[config.mk]
export PLATFORM = sky130hd
export DESIGN_NAME = alu_operand_queue
export DESIGN_NICKNAME = d
export VERILOG_FILES = /design/src/rtl/alu_operand_queue.sv
export SDC_FILE = /design/constraint.sdc
export NUM_CORES = 1
export LEC_CHECK = 0
export CORE_AREA = 2 2 87 106
export CTS_CLUSTER_DIAMETER = 30
export DETAILED_ROUTE_END_ITERATION = 12
export DIE_AREA = 0 0 89 108
export PLACE_DENSITY = 0.85
export SETUP_SLACK_MARGIN = 0.1
export SYNTH_ARGS = -nofsm -noshare
export SYNTH_HDL_FRONTEND = slang
export SYNTH_SLANG_ARGS = --single-unit
[constraint.sdc]
create_clock -name clock -period 6.6 [get_ports clock]
set_clock_uncertainty 0.05 [all_clocks]
set_input_delay 0.66 -clock clock [delete_from_list [all_inputs] [get_ports clock]]
set_output_delay 0.66 -clock clock [all_outputs]
set_load 0.03 [all_outputs]
[src/rtl/alu_operand_queue.sv]
// ALU operand selector feeding a DEPTH-entry FIFO toward the EX stage.
// Optional build macro ALU_OPQ_FWD_EN adds fwd_valid/fwd_data forwarding ports.
module alu_operand_queue #(
  parameter int WIDTH = 32,
  parameter int NSRC  = 4,
  parameter int SELW  = 2,
  parameter int DEPTH = 2
) (
  input  logic                      clock,
  input  logic                      reset_n,
  input  logic                      in_valid,
  output logic                      in_ready,
  input  logic [SELW-1:0]           sel,
  input  logic [NSRC*WIDTH-1:0]     src,
`ifdef ALU_OPQ_FWD_EN
  input  logic                      fwd_valid,
  input  logic [WIDTH-1:0]          fwd_data,
`endif
  input  logic                      flush,
  output logic                      out_valid,
  input  logic                      out_ready,
  output logic [WIDTH-1:0]          out_data,
  output logic                      out_sel_err,
  output logic [$clog2(DEPTH):0]    count
);

  localparam int AW = $clog2(DEPTH);
  localparam int CW = AW + 1;
  localparam logic [SELW:0] NSRC_W = (SELW+1)'(NSRC);
  localparam logic [CW-1:0] DEPTH_W = CW'(DEPTH);

  logic [WIDTH-1:0] mem_data [DEPTH];
  logic [DEPTH-1:0] mem_err;
  logic [AW-1:0]    wr_ptr;
  logic [AW-1:0]    rd_ptr;
  logic [CW-1:0]    count_q;

  logic             push;
  logic             pop;
  logic [WIDTH-1:0] sel_data;
  logic             sel_oor;
  logic [WIDTH-1:0] entry_data;
  logic             entry_err;

  // Handshake: a transfer happens on a side only in a cycle where both its
  // valid and ready are high at the rising edge; ready/valid here come from
  // registered occupancy only, so neither side combinationally depends on the other.
  assign in_ready  = (count_q != DEPTH_W);
  assign out_valid = (count_q != '0);
  assign push      = in_valid & in_ready;
  assign pop       = out_valid & out_ready;
  assign count     = count_q;

  always_comb begin
    sel_data = '0;
    for (int k = 0; k < NSRC; k++) begin
      if (sel == SELW'(k)) sel_data = src[k*WIDTH +: WIDTH];
    end
  end

  assign sel_oor = ({1'b0, sel} >= NSRC_W);

`ifdef ALU_OPQ_FWD_EN
  // Forwarded data overrides the selection and is never flagged as bad select.
  assign entry_data = fwd_valid ? fwd_data : sel_data;
  assign entry_err  = !fwd_valid && sel_oor;
`else
  assign entry_data = sel_data;
  assign entry_err  = sel_oor;
`endif

  assign out_data    = mem_data[rd_ptr];
  assign out_sel_err = mem_err[rd_ptr];

  always_ff @(posedge clock) begin
    if (!reset_n) begin
      wr_ptr  <= '0;
      rd_ptr  <= '0;
      count_q <= '0;
      mem_err <= '0;
      for (int i = 0; i < DEPTH; i++) mem_data[i] <= '0;
    end else if (flush) begin
      // Storage is left as-is; only the bookkeeping is cleared.
      wr_ptr  <= '0;
      rd_ptr  <= '0;
      count_q <= '0;
    end else begin
      if (push) begin
        mem_data[wr_ptr] <= sel_oor && !entry_err ? entry_data : (entry_err ? '0 : entry_data);
        mem_err[wr_ptr]  <= entry_err;
        wr_ptr           <= wr_ptr + AW'(1);
      end
      if (pop) rd_ptr <= rd_ptr + AW'(1);
      case ({push, pop})
        2'b10:   count_q <= count_q + CW'(1);
        2'b01:   count_q <= count_q - CW'(1);
        default: count_q <= count_q;
      endcase
    end
  end

endmodule

# Yosys cells after proc, flatten, opt, wreduce, memory -nomap -nowiden
# Memory sizes are Yosys's and may differ from the RTL's. A register that Yosys moved wholly into a read port is not among the register bits.
# Cells that the tools add are included.
[totals]
reg_bits = 6
mem_bits_rw = 64
out_inout_bits = 37
word_cells = 50
n_memories = 1
[op_classes]
n_addsub = 4
magnitude_cmp = 3
eq_ne = 6
muxes = 19
bitwise = 6
reduce_logical = 7
[mem_list]
columns = ["name", "words", "width", "read_ports", "rd_ports_with_merged_regs", "wr", "line_no", "text"]
rows = [
  ["mem_data", 2, 32, 1, 1, 2, "32", "logic [WIDTH-1:0] mem_data [DEPTH];"],
]
[ops]
columns = ["operator", "n"]
rows = [
  ["2-to-1 mux 32 bit", 5],
  ["OR reduction 32 bit", 1],
  ["2-to-1 mux 1 bit", 12],
  ["== test 2 bit, second input constant", 3],
  ["== test 2 x 1 -> 1 bit, second input constant", 2],
  ["less-than comparator 1 x 2 -> 1 bit, second input constant", 2],
  ["case mux 2 bit (2 select lines)", 1],
  ["nonzero test 2 bit", 2],
  ["adder 1 bit, second input constant", 2],
  ["adder 2 x 1 -> 2 bit, second input constant", 1],
  ["AND 1 bit", 2],
  ["AND 2 bit", 1],
  ["logical NOT 2 bit", 1],
  ["!= test 2 bit, second input constant", 1],
  ["NOT 1 bit", 2],
  ["NOT 2 bit", 1],
  ["AND reduction 2 bit", 1],
  ["OR reduction 2 bit", 1],
  ["subtractor 2 x 1 -> 2 bit, second input constant", 1],
  ["demux 1 bit (select 1 bit)", 1],
  ["greater-or-equal comparator 1 bit, second input constant", 1],
  ["logical AND 1 bit", 1],
]

# Longest topological paths before layout
[logic_depth]
word_depth = 8
ltp_mapped = 7
ltp_nobuf = 7

# Least setup slack after synthesis
# No wires, ideal clock.
[synth_timing]
path_type = "register -> register"
startpoint = "reg count_q[0], in the netlist count[0]"
endpoint = "mem mem_data[0][0], enable pin"
setup_time_ps = 470
arrival_time_ps = 3523
required_ps = 6080
setup_slack_ps = 2557
stages_incl_launch_ff = 5
period_less_slack_ps = 4043
path_cell_list = "dfxtp_1 > nor2b_2 > inv_1 > nand2_1 > o31ai_1"
[synth_rtl]
columns = ["element", "line_no", "text"]
rows = [
  ["from (decl)", "36", "logic [CW-1:0] count_q;"],
  ["from (signal assigned)", "95", "2'b10: count_q <= count_q + CW'(1);"],
  ["from (signal assigned)", "96", "2'b01: count_q <= count_q - CW'(1);"],
  ["from (signal assigned)", "97", "default: count_q <= count_q;"],
  ["to (decl)", "32", ""],
]

==> flow_metrics.py <==
metrics = {
    "placement": {
        "port_buffers": 171,
        "dpl.cell_count": 521,
        "dp_hpwl_um": 6740,
        "place_congestion": 0.766,
        "placed_area_mm2": 0.00565,
    },
    "worst_setup_path": {
        "critPathRequiredTime_ps": 5890,
        "worst-setup-path-type": "flop to output port",
        "start_kind": "flop",
        "endpoint_kind": "output port",
        "ff2ff_path_depth": 4,
        "worst_ep_arrival_time_ps": 2050,
        "cp_max_fo": 32,
    },
    "timing": {
        "max_freq_mhz": 362,
        "maxSlewViolCount": 0,
        "relSlewSlack_pct": 26.1,
        "fin_crit_sh_pct": 41.8,
        "tns_ps": 0,
        "min_period_ps": 2760,
        "hold_viol_final": 0,
        "setup_viol_count_final": 0,
        "tightest_slew_ps": 1110,
        "grt_setup_unrepaired": "false",
    },
    "power": {
        "ir_drop_v": 0.000130,
        "power_mw": 1.10,
        "total_leakage_power_nw": 2.07,
        "p_per_area_mw_per_mm2": 188,
    },
    "route": {
        "wl_per_cell_um": 17.3,
        "first_iter_violations": 112,
        "post_drt_via_cell_ratio": 5.09,
        "drc": 0,
        "first_pass_iters": 4,
        "wirelength_um": 9290,
        "vias": 2732,
        "drtAntennaViolNets": 0,
    },
    "synth": {
        "syn_avg_cell_area_um2": 15.7,
        "ys_ff_latch": 71,
        "syn_inst": 245,
        "synth.yosys.seq_area_share_pct": 53.8,
        "synth_fp_nets": 381,
        "yosys.area.top_type": "edfxtp_1",
        "synth_cell_types": 30,
        "syn_area_mm2": 0.00383,
        "synth_top_area_share_pct": 50.1,
        "ys_top_cells_by_area": "edfxtp_1 (50%), mux4_2 (19%), mux2_2 (9.7%)",
        "yosys_warnings": 0,
    },
    "clock_tree": {
        "cts_root_buf": "clkbuf_8",
        "cts_buffers": 9,
        "cts_buffer_depth": 2,
        "clk_latency_ps": 330,
        "cts.sinks": 71,
        "cts_tree": "built",
        "cts_setup_buffers": 0,
        "cts.repair.resized": 0,
        "hold_buffers": 0,
        "clkSlewWorstSetupHoldPaths_ps": 80,
        "cts_max_level": 3,
    },
    "worst_hold_path": {
        "worstHoldPathType": "flop to flop",
        "hold_depth": 1,
    },
    "floorplan": {
        "die_area_mm2": 0.00961,
        "core-area_mm2": 0.00852,
        "fp.dieH_um": 108,
        "num_rows": 37,
        "die-width_um": 89,
        "initial_core_util_pct": 45.0,
        "ios": 172,
    },
    "finish": {
        "area_delta_synth_final_pct": 52.3,
        "final_core_util_pct": 68.6,
        "postLayoutCellArea_mm2": 0.00584,
        "n_fill_cell": 638,
        "drive_above_1_share_pct": 21.4,
        "layout.cells.non_filler": 537,
        "final_nets": 551,
        "diodes": 0,
    },
    "grt": {
        "grt_pass1_vias": 3083,
        "grt_max_degree": 33,
        "antenna_found_initial": 0,
        "grt.total_usage_pct": 19.4,
        "grt_pass1_wl_um": 14000,
        "grt_overflow": 0,
    },
    "job": {
        "max-cap-violations": 0,
    },
    "outcome": {
        "outcome": "completed",
    },
}
-- kinds of logic after synthesis --
group	after synthesis	share of synthesized area, %
and+or+nand+nor	78	12.8
xor gates and xnor gates	3	0.685
DFF	71	53.8
adders and majority gates	1	0.326
buffers and inverters	20	2.77
muxes	65	28.5
AOI/OAI and AO/OA	7	1.17
-- cell usage after synthesis --
| cell type | n |
|---|---|
| a21oi_1 | 2 |
| and2_1 | 32 |
| and3_1 | 1 |
| buf_1 | 1 |
| buf_2 | 7 |
| buf_6 | 3 |
| clkbuf_1 | 6 |
| dfxtp_1 | 7 |
| edfxtp_1 | 64 |
| ha_1 | 1 |
| inv_1 | 2 |
| inv_2 | 1 |
| mux2_2 | 33 |
| mux4_2 | 32 |
| nand2_1 | 2 |
| nand2b_1 | 1 |
| nor2_1 | 3 |
| nor2b_1 | 32 |
| nor2b_2 | 1 |
| nor4_2 | 1 |
| o21a_1 | 1 |
| o21ai_0 | 2 |
| o311a_1 | 1 |
| o31ai_1 | 1 |
| or2_2 | 1 |
| or3_1 | 2 |
| or4_1 | 1 |
| or4_4 | 1 |
| xnor2_1 | 2 |
| xor2_1 | 1 |
-- critical path, cell delays in order (launching register included) --
cell and delay [ps]:
dfxtp_1 310, buf_4 390, mux2_2 390, clkdlybuf4s50_1 640
-- power by group --
part	total, mW	internal, mW	switching, mW
registers	0.522	0.514	0.00723
logic	0.253	0.153	0.100
clock network	0.326	0.171	0.155
-- flip-flops by register name (all words and copies together) (netlist names), named ones only --
name      count
rd_ptr        1
count         2
wr_ptr        1
mem_data     64
mem_err       2
-- path summary, 6_finish.rpt --
check / slack, ps / to / start
worst max-delay path: 3840 / out_data[20] / flop
worst min-delay path: 410 / mem_err[0] / mem_err[0]
worst max register to register: 4570 / mem_data[1][6] / wr_ptr
worst min register to register: 410 / mem_err[0] / mem_err[0]
-- placed cells by master, fill, tap and decap left out, drive strengths merged --
cell	count
nor2	3
edfxtp	64
xor2	1
a21oi	2
nor2b	33
buf	6
nand2b	1
o21ai	2
xnor2	2
clkdlybuf4s50	170
o311a	1
or2	1
dfxtp	7
inv	3
nand2	2
bufinv	1
nor4	1
and3	1
o21a	1
ha	1
and2	32
mux2	33
o31ai	1
clkinvlp	3
clkbuf	9
mux4	32
or4	2
clkinv	3
or3	2
-- layer usage --
| metal | vias up | GRT usage [%] | part of all wire, % |
|---|---|---|---|
| li1 | 1277 | - | - |
| met1 | 1342 | 20.2 | 35 |
| met2 | 97 | 37.5 | 58 |
| met3 | 16 | 3.05 | 4.8 |
| met4 | 0 | 7.78 | 2.3 |
| met5 | - | 0 | 0 |
-- stage by stage --
step                hold WS, ps  setup slack [ps]
floorplan                   375              2560
global placement            393              3930
detailed placement          400              3830
CTS                         411              3820
global route                435              3770
finish                      408              3840
-- final cells by class --
| cell class | instances | area [um^2] | share of cell area, % |
|---|---|---|---|
| clock buffers | 9 | 124 | 2.12 |
| clock inverters | 7 | 63.8 | 1.09 |
| inverters | 3 | 11.3 | 0.193 |
| multi-input cells | 154 | 1690 | 28.9 |
| flip-flops and latches | 71 | 2060 | 35.3 |
| well taps | 117 | 146 | 2.51 |
| repair buffers | 176 | 1740 | 29.9 |
Power figures use the tool's default switching activity.
